$ cat config.mk
export PLATFORM = sky130hd
export DESIGN_NAME = booth_mul_seq
export DESIGN_NICKNAME = d
export VERILOG_FILES = /design/src/rtl/booth_mul_seq.sv
export SDC_FILE = /design/constraint.sdc
export NUM_CORES = 1
export LEC_CHECK = 0
export CORE_MARGIN = 2
export CORE_UTILIZATION = 37
export CTS_CLUSTER_SIZE = 8
export DETAILED_ROUTE_END_ITERATION = 8
export PLACE_DENSITY_LB_ADDON = 0.12
export SETUP_SLACK_MARGIN = 0.5
export SYNTH_ARGS = -nofsm -noshare
export SYNTH_HDL_FRONTEND = slang
export SYNTH_SLANG_ARGS = --single-unit
$ cat constraint.sdc
create_clock -name clk -period 6.5 [get_ports clk]
set_clock_uncertainty 0.05 [all_clocks]
set_input_delay 1.3 -clock clk [delete_from_list [all_inputs] [get_ports clk]]
set_output_delay 1.3 -clock clk [all_outputs]
set_load 0.01 [all_outputs]
$ cat src/rtl/booth_mul_seq.sv
// Sequential radix-2 Booth multiplier: one multiplier bit per clock, WIDTH x WIDTH -> 2*WIDTH signed.
// Optional macro BOOTH_ZERO_BYPASS_EN: zero operand completes on the accepting edge without entering CALC.
module booth_mul_seq #(
  parameter int unsigned WIDTH = 4
) (
  input  logic                 clk,
  input  logic                 rst_n,
  input  logic                 start,
  input  logic [WIDTH-1:0]     X,
  input  logic [WIDTH-1:0]     Y,
  output logic                 busy,
  output logic                 done,
  output logic [2*WIDTH-1:0]   Z
);

  localparam int unsigned CW = $clog2(WIDTH + 1);

  typedef enum logic {S_IDLE, S_CALC} state_t;

  state_t             r_state;
  logic [WIDTH:0]     r_m;
  logic [WIDTH:0]     r_a;
  logic [WIDTH-1:0]   r_q;
  logic               r_q1;
  logic [CW-1:0]      r_cnt;
  logic [2*WIDTH-1:0] r_z;
  logic               r_busy;
  logic               r_done;

  logic [WIDTH:0]     w_sum;
  logic [WIDTH:0]     w_a_nxt;
  logic [WIDTH-1:0]   w_q_nxt;
  logic               w_last;
  logic               w_zero;

  // A is one bit wider than the operands so -2^(WIDTH-1) never overflows.
  always_comb begin
    w_sum = r_a;
    case ({r_q[0], r_q1})
      2'b01:   w_sum = r_a + r_m;
      2'b10:   w_sum = r_a - r_m;
      default: w_sum = r_a;
    endcase
  end

  assign w_a_nxt = {w_sum[WIDTH], w_sum[WIDTH:1]};
  assign w_q_nxt = {w_sum[0], r_q[WIDTH-1:1]};
  assign w_last  = (r_cnt == CW'(WIDTH - 1));

`ifdef BOOTH_ZERO_BYPASS_EN
  assign w_zero = (X == '0) || (Y == '0);
`else
  assign w_zero = 1'b0;
`endif

  always_ff @(posedge clk or negedge rst_n) begin
    if (!rst_n) begin
      r_state <= S_IDLE;
      r_m     <= '0;
      r_a     <= '0;
      r_q     <= '0;
      r_q1    <= 1'b0;
      r_cnt   <= '0;
      r_z     <= '0;
      r_busy  <= 1'b0;
      r_done  <= 1'b0;
    end else begin
      r_done <= 1'b0;
      case (r_state)
        S_IDLE: begin
          if (start) begin
            if (w_zero) begin
              r_z    <= '0;
              r_done <= 1'b1;
            end else begin
              r_m     <= {X[WIDTH-1], X};
              r_a     <= '0;
              r_q     <= Y;
              r_q1    <= 1'b0;
              r_cnt   <= '0;
              r_busy  <= 1'b1;
              r_state <= S_CALC;
            end
          end
        end
        S_CALC: begin
          r_a   <= w_a_nxt;
          r_q   <= w_q_nxt;
          r_q1  <= r_q[0];
          r_cnt <= r_cnt + CW'(1);
          if (w_last) begin
            r_z     <= {w_a_nxt[WIDTH-1:0], w_q_nxt};
            r_done  <= 1'b1;
            r_busy  <= 1'b0;
            r_state <= S_IDLE;
          end
        end
        default: r_state <= S_IDLE;
      endcase
    end
  end

  assign busy = r_busy;
  assign done = r_done;
  assign Z    = r_z;

endmodule

==> results_dict.tcl, run 1 <==
set metrics [dict create \
    grt_pass1_wl_microns 4200 \
    crit_path_max_fanout 14 \
    grtUsageTotal_pct 12.7 \
    seq_power_share_pct 33.3 \
    whs_endpoint "Z[5]$_DFFE_PN0P_" \
    synth_fa_ha_area_share_pct 8.64 \
    cts_buffers 3 \
    slowest_stage "clkdlybuf4s50_1" \
    p_sw_mw 0.389 \
    drive_above_1_share_pct 7.79 \
    h-tree-depth 1 \
    setup_tns_ns 0 \
    synth_area_leaders "dfrtp_1 (49%), ha_1 (7.2%), mux2i_1 (5.0%)" \
    synth_flop_cell "dfrtp_1" \
    hold_viol_final 0 \
    dp_hpwl_microns 1770 \
    cap_viol_max_count 0 \
    cp_slowest_stage_delay_ns 0.80 \
    rsz0062_at_grt "false" \
    synthArstFlopShare_pct 100 \
    max-clock-path-buffers 2 \
    nets 175 \
    synth_cell_type_count 33 \
    finalWorstSetupSlack_ns 3.69 \
    ys_warn_count 0 \
    gp_congestion 0.701 \
    drt_iter0_markers 14 \
    synth.most_common_cell "dfrtp_1" \
    fmax_ghz 0.356 \
    synth-edff-count 0 \
    die_x_microns 65.3 \
    clkPwrFrac_pct 10.0 \
    syn_area_per_cell_sq_um 10.4 \
    power.leakage_nw 0.765 \
    die-area_sq_um 4260 \
    synth_top_area_share_pct 48.6 \
    antenna_found_initial 0 \
    cp-end-kind "flop" \
    diodes 0 \
    vias 974 \
    portBuffers 20 \
    final_util_pct 46.3 \
    holdCritStartpoint "Z[5]$_DFFE_PN0P_" \
    gr-total-overflow 0 \
    power_density_nw_per_um2 572 \
    synthMuxAreaShare_pct 10.7 \
    hold_ws_ns 0.437 \
    critPathArrivalTime_ns 2.92 \
    rrSetupSlack_ns 4.14 \
    postCtsResizedCells 0 \
    core_area_sq_um 3630 \
    antenna_left 0 \
    cp_num_buf_inv 1 \
    cts_tree "done" \
    yosys-top-cells-count "dfrtp_1 (27), nand2_1 (13), inv_1 (9), nor2_1 (9), ha_1 (8)" \
    cts_root_buffer "clkbuf_8" \
    wire_per_inst_microns 11.9 \
    area_growth_pct 21.1 \
    grt_max_degree 28 \
    synth_top_family_by_area "simple AND/OR/NAND/NOR gates" \
    path_cells "clkdlybuf4s50_1, nor2b_1, mux2_2" \
    pre_cts_slack_ns 3.36 \
    startpoint_type "primary input" \
    via_per_inst 4.82 \
    cts.clk_slew.worst_paths_ns 0.10 \
    r2r-end "r_a[3]$_DFFE_PN0P_" \
    synth_seq_cells 27 \
    pwr-share-comb_pct 56.6 \
    cts_hold_buf 0 \
    start_util_pct 38.3 \
    die_y_microns 65.3 \
    hold_depth 2 \
    dr.pass1.iters 3 \
    critPathKind "primary input to flop" \
    netlist_instances 134 \
    p_total_mw 0.963 \
    critPathRequiredTime_ns 6.61 \
    ir_worst_vdd_v 0.000258 \
    critical-path-top-delay-family "buffers and inverters" \
    yosys.area.top_type "dfrtp_1" \
    synth-simple-area-share_pct 13.4 \
    slew_viol_final 0 \
    ys_seq_area_share_pct 48.6 \
    switching_share_pct 40.4 \
    cts_sinks 27 \
    worst_slew_pin_slew_ns 0.770 \
    insertion_delay_ns 0.27 \
    synth_compound_area_share_pct 11.1 \
    hold_path.class "flop to flop" \
    outcome "finished, final reports clean" \
    min_period_ns 2.81 \
    finalCritPeriodShare_pct 43.2 \
    internal_power_mw 0.574 \
    finalSetupViolCount 0 \
    synthXorXnorAreaFrac_pct 3.15 \
    grt_pass1_vias 954 \
    synthesis.nets 154 \
    drc 0 \
    synth_area_sq_um 1390 \
    routed_wl_microns 2400 \
    rows 22 \
    rr_worst_depth 9 \
    rr_startpoint "r_q1$_DFFE_PN0P_" \
    cts_setup_buffers 0 \
    relSlewSlack_pct 48.7 \
    ios 21 \
]
[cell usage in the layout (no fill, tap or decap), types with 2 or more instances in the layout]
master,n
a21oi_1,6
o21ai_0,7
nor2_1,9
inv_1,9
mux2_2,4
clkdlybuf4s50_1,20
mux2_1,3
dfrtp_1,27
nor2b_1,3
ha_1,8
clkbuf_8,3
nand2_1,13
xor2_1,2
nor3_1,2
xnor2_1,3
o31ai_1,4
nand2b_1,7
mux2i_1,7
[worst min-delay path: stages (launching register included)]
cell and delay (ns):
dfrtp_1 0.35, nand2_1 0.05, o21ai_1 0.06
[power by group through the flow]
stage	Clock, mW	Sequential (mW)	Combinational, mW
after floorplan	0	0.314	0.415
after global placement	0	0.324	0.547
after detailed placement	0	0.325	0.554
after CTS	0.102	0.321	0.557
after global routing	0.111	0.334	0.627
final	0.0967	0.321	0.545
[metal layers]
layer / up-vias / share of wire, % / global-route usage (%)
met5: - / 0 / 0
met4: 0 / 0.83 / 3.91
met3: 2 / 2.8 / 2.05
met2: 14 / 47 / 21.2
met1: 464 / 49 / 16.9
li1: 494 / - / -
[flip-flops by register name, indices dropped and copies added (netlist names)]
signal / count
Z: 8
r_a: 4
r_m: 4
r_q: 4
r_cnt: 3
busy: 1
done: 1
r_q1: 1
r_state: 1
[per-stage QoR]
stage | cell area [sq um] | std cells
2_1_floorplan | 1390 | 134
3_3_place_gp | 1630 | 198
3_5_place_dp | 1630 | 198
4_1_cts | 1680 | 202
5_1_grt | 1680 | 202
6_report | 1680 | 202
[layout make-up]
type	instances	area [sq um]
sequential	27	676
clock inverter	1	7.51
timing repair buffer	21	208
fill	365	1950
tap	48	60.1
inverter	10	37.5
clock buffer	3	41.3
multi-input combinational	92	653
[logic make-up after synthesis]
| family | after synthesis |
|---|---|
| buffers and inverters | 15 |
| flip-flops | 27 |
| XOR/XNOR | 5 |
| multiplexers | 14 |
| AO/OA/AOI/OAI | 25 |
| AND/OR/NAND/NOR | 39 |
| adder cells (fa/ha/maj) | 9 |
[worst max-delay path by stage]
stage,from,end,depth (start not counted)
3_5_place_dp,start,r_m[2]$_DFFE_PN0P_,3
3_3_place_gp,start,r_m[2]$_DFFE_PN0P_,3
6_report,start,r_m[2]$_DFFE_PN0P_,3
5_1_grt,start,r_m[2]$_DFFE_PN0P_,3
4_1_cts,start,r_m[2]$_DFFE_PN0P_,3
2_1_floorplan,r_q1$_DFFE_PN0P_,r_a[3]$_DFFE_PN0P_,9
Note: power is estimated with default switching activity, not from simulation.
==> run 2: changes to the inputs <==
- clock period: 6.5 -> 2.59 ns (I/O delays scaled with it)
==> results_dict.tcl, run 2 (synthesis gave the netlist of run 1 again) <==
set metrics [dict create \
    gp_congestion 0.767 \
    cts_buffers 3 \
    relSlewSlack_pct 76.8 \
    critPathKind "flop to flop" \
    grtUsageTotal_pct 14.2 \
    area_growth_pct 30.2 \
    cp-end-kind "flop" \
    finalSetupViolCount 0 \
    antenna_found_initial 0 \
    hold_ws_ns 0.446 \
    rsz0062_at_grt "true" \
    drive_above_1_share_pct 19.0 \
    cts_root_buffer "clkbuf_8" \
    worst_slew_pin_slew_ns 0.348 \
    drc 0 \
    outcome "finished, final reports clean" \
    hold_depth 2 \
    die_y_microns 65.3 \
    ir_worst_vdd_v 0.000652 \
    hold_viol_final 0 \
    portBuffers 20 \
    fillCellCount 347 \
    multi_input_area_sq_um 713 \
    finalWorstSetupSlack_ns 0.470 \
    pwr-share-comb_pct 62.9 \
    start_util_pct 38.3 \
    grt_pass1_wl_microns 4600 \
    rows 22 \
    placed_area_sq_um 1690 \
    core_area_sq_um 3630 \
    fmax_ghz 0.472 \
    routed_wl_microns 2620 \
    cts_hold_buf 0 \
    final_common_cell "dfrtp_1" \
    startpoint_type "flop" \
    dp_hpwl_microns 1870 \
    rr_worst_depth 9 \
    gr-total-overflow 0 \
    cap_viol_max_count 0 \
    critPathRequiredTime_ns 2.70 \
    register_area_sq_um 676 \
    internal_power_mw 1.66 \
    drt_iter0_markers 41 \
    diodes 0 \
    layout_common_cells "dfrtp_1 (27), clkdlybuf4s50_1 (20), nand2_1 (13)" \
    finalCritPeriodShare_pct 81.8 \
    setup_tns_ns 0 \
    critPathArrivalTime_ns 2.23 \
    max-clock-path-buffers 2 \
    cts_tree "done" \
    clkPwrFrac_pct 9.0 \
    h-tree-depth 1 \
    seq_power_share_pct 28.1 \
    grt_pass1_vias 1034 \
    min_period_ns 2.12 \
    ios 21 \
    via_per_inst 4.86 \
    design_area_sq_um 1810 \
    hold_path.class "flop to flop" \
    power_density_nw_per_um2 1540 \
    cts.clk_slew.worst_paths_ns 0.10 \
    grt_max_degree 28 \
    die-area_sq_um 4260 \
    vias 1026 \
    largest_reg_flops 8 \
    p_sw_mw 1.13 \
    pre_cts_slack_ns 0.398 \
    die_x_microns 65.3 \
    switching_share_pct 40.5 \
    insertion_delay_ns 0.28 \
    crit_path_max_fanout 3 \
    dr.pass1.iters 4 \
    slew_viol_final 0 \
    wire_per_inst_microns 12.4 \
    cts_sinks 27 \
    antenna_left 0 \
    power.leakage_nw 0.821 \
    nets 184 \
]
==> run 2: power by group through the flow <==
stage | combinational (mW) | sequential, mW | clock [mW]
3_3_place_gp | 1.52 | 0.784 | 0
4_1_cts | 1.74 | 0.782 | 0.261
3_5_place_dp | 1.55 | 0.791 | 0
6_report | 1.75 | 0.782 | 0.249
2_1_floorplan | 1.11 | 0.793 | 0
5_1_grt | 1.96 | 0.811 | 0.284
==> run 2: layout make-up <==
class | instances | area share, %
clock inverters | 1 | 0.415
flip-flops and latches | 27 | 37.3
clock buffers | 3 | 2.28
well taps | 48 | 3.32
multi-input cells | 92 | 39.4
inverters | 10 | 2.07
repair buffers | 30 | 15.2
==> run 2: per-layer routing <==
metal	vias to the layer above	track usage [%]	part of all wire, %
met5	-	0	0
met3	4	2.23	3.1
li1	510	-	-
met1	495	17.7	46
met2	17	23.1	48
met4	0	8.85	2.2
==> run 2: path summary, 6_finish.rpt <==
path	from	to	slack [ns]
min in group asynchronous	rst_n	r_cnt[2]$_DFFE_PN0P_	0.55
worst max-delay path	r_m[0]$_DFFE_PN0P_	r_a[3]$_DFFE_PN0P_	0.47
worst min register to register	Z[5]$_DFFE_PN0P_	Z[5]$_DFFE_PN0P_	0.45
worst max register to register	r_m[0]$_DFFE_PN0P_	r_a[3]$_DFFE_PN0P_	0.47
worst min-delay path	Z[5]$_DFFE_PN0P_	Z[5]$_DFFE_PN0P_	0.45
max in group asynchronous	rst_n	r_m[3]$_DFFE_PN0P_	1.67
==> run 2: per-stage QoR <==
| step | utilization [%] | total power, mW | std cells |
|---|---|---|---|
| detailed placement | 46.5 | 2.34 | 202 |
| floorplan | - | 1.90 | 134 |
| global route | 49.8 | 3.06 | 211 |
| finish | 49.8 | 2.78 | 211 |
| global placement | 46.5 | 2.30 | 202 |
| CTS | 49.6 | 2.79 | 210 |
==> run 2: timing repair <==
item,CTS,global route
pin swaps,5,2
setup buffers,4,1
gates resized for setup,7,1
setup endpoints to repair,3,7
==> run 2: critical path: stages (launching register included) <==
cell	delay, ns
dfrtp_1	0.41
inv_2	0.09
ha_4	0.20
mux2_4	0.28
fa_2	0.35
nand2b_4	0.16
a21oi_4	0.13
xnor2_2	0.14
nand2b_1	0.09
mux2i_1	0.12
==> run 3: changes to the inputs <==
- clock period: 2.59 -> 1.8 ns (I/O delays scaled with it)
==> results_dict.tcl, run 3 (synthesis gave the netlist of run 1 again) <==
set metrics [dict create \
    startpoint_type "flop" \
    grt_max_degree 28 \
    ios 21 \
    routed_wl_microns 2870 \
    largest_reg_flops 8 \
    rsz0062_at_grt "true" \
    finalWorstSetupSlack_ns -0.298 \
    vias 1089 \
    cts_tree "done" \
    use_met1_pct 19.4 \
    die_y_microns 65.3 \
    gr-total-overflow 0 \
    cts_root_buffer "clkbuf_8" \
    violations "setup timing" \
    drc 0 \
    path_cells "inv_2, ha_4, mux2_4, fa_2, nand2b_4, a21oi_4, xnor2_2, nand2b_1, mux2i_1" \
    cts_hold_buf 0 \
    min_period_ns 2.10 \
    layout_common_cells "buf_4 (27), dfrtp_1 (26), nand2_1 (12)" \
    drt_iter0_markers 39 \
    dr.pass1.iters 2 \
    power_density_nw_per_um2 2270 \
    diodes 0 \
    cts_buffers 3 \
    final_common_cell "buf_4" \
    grt_pass1_wl_microns 4990 \
    worst_slew_pin_slew_ns 0.343 \
    power.leakage_nw 0.952 \
    use_met3_pct 2.40 \
    relSlewSlack_pct 77.2 \
    nets 203 \
    gp_congestion 0.752 \
    fmax_ghz 0.477 \
    hold_ws_ns 0.394 \
    slew_viol_final 0 \
    die-area_sq_um 4260 \
    insertion_delay_ns 0.27 \
    finalSetupViolCount 8 \
    critPathKind "flop to flop" \
    hold_viol_final 0 \
    grt-busiest-layer "met2" \
    cts.clk_slew.worst_paths_ns 0.10 \
    cp-end-kind "flop" \
    critPathArrivalTime_ns 2.21 \
    max-clock-path-buffers 2 \
    finalCritPeriodShare_pct 117 \
    grt_pass1_vias 1078 \
    antenna_left 0 \
    critPathRequiredTime_ns 1.91 \
    cap_viol_max_count 0 \
    dp_hpwl_microns 1920 \
    setup_tns_ns -1.57 \
    rows 22 \
    via_per_inst 4.73 \
    grtUsageTotal_pct 15.2 \
    pre_cts_slack_ns -0.359 \
    slowest_stage "dfrtp_1" \
    gr-usage-met2_pct 26.0 \
    crit_path_max_fanout 3 \
    core_area_sq_um 3630 \
    die_x_microns 65.3 \
    p_total_mw 4.57 \
    cp_slowest_stage_delay_ns 0.40 \
    h-tree-depth 1 \
    area_growth_pct 44.5 \
    wire_per_inst_microns 12.5 \
    outcome "complete, but fails checks" \
    portBuffers 20 \
    drive_above_1_share_pct 41.2 \
    hold_path.class "primary input to asynchronous set/reset pin" \
    ir_worst_vdd_v 0.000809 \
    antenna_found_initial 0 \
    start_util_pct 38.3 \
    cts_sinks 27 \
]
-- run 3: cell types whose count changed in the layout (fill, tap and decap cells not counted), sizes merged --
cell and delta:
clkbuf +1, buf +28, clkdlybuf4s50 -10
-- run 3: worst paths after layout --
path                            depth (start not counted)          startpoint                 end  slack [ns]
min in group clk                                        2    Z[7]$_DFFE_PN0P_    Z[7]$_DFFE_PN0P_        0.47
worst max-delay path                                    9  r_m[1]$_DFFE_PN0P_  r_a[3]$_DFFE_PN0P_       -0.30
worst min-delay path                                    2               rst_n    Z[1]$_DFFE_PN0P_        0.39
max in group asynchronous                               2               rst_n   r_state$_DFF_PN0_        1.03
worst min register to register                          2    Z[7]$_DFFE_PN0P_    Z[7]$_DFFE_PN0P_        0.47
worst max register to register                          9  r_m[1]$_DFFE_PN0P_  r_a[3]$_DFFE_PN0P_       -0.30
-- run 3: through the flow --
stage | instances | instance area (sq um) | util (%)
floorplan | 134 | 1450 | -
global placement | 211 | 1790 | 49.2
detailed placement | 211 | 1790 | 49.2
CTS | 226 | 1950 | 53.8
global route | 230 | 2010 | 55.3
finish | 230 | 2010 | 55.3
-- run 3: power breakdown --
group	total (mW)	leakage [nW]	switching [mW]	internal [mW]
clock network	0.359	0.0217	0.202	0.157
registers	1.13	0.328	0.215	0.914
logic	3.08	0.602	1.41	1.67
-- run 3: cell type report --
cell class	instances	area [sq um]
fill	352	1630
multi-input combinational	92	806
sequential	27	677
timing repair buffer	49	379
tap	48	60.1
clock buffer	3	41.3
inverter	10	37.5
clock inverter	1	7.51
-- run 3: layer usage --
metal,part of all wire (%),vias to the layer above,wire length [microns]
met5,0,-,0
met4,1.0,0,29
met3,3.4,2,99
met2,50,13,1440
met1,46,529,1310
li1,-,545,-
-- run 3: worst max-delay path: cells and delay by family (launching register included) --
kind,cells,cell delay (ns)
xor+xnor,1,0.14
compound gates,1,0.15
simple gates,2,0.24
flops,1,0.40
mux,2,0.39
fa+ha+maj,2,0.54
buf+inv,1,0.09
-- run 3: what timing repair did --
| item | CTS | global route |
|---|---|---|
| endpoints found under the setup margin | 25 | 17 |
| buffers inserted | 11 | 4 |
| gates resized for setup | 52 | 14 |
| pin swaps | 4 | 7 |
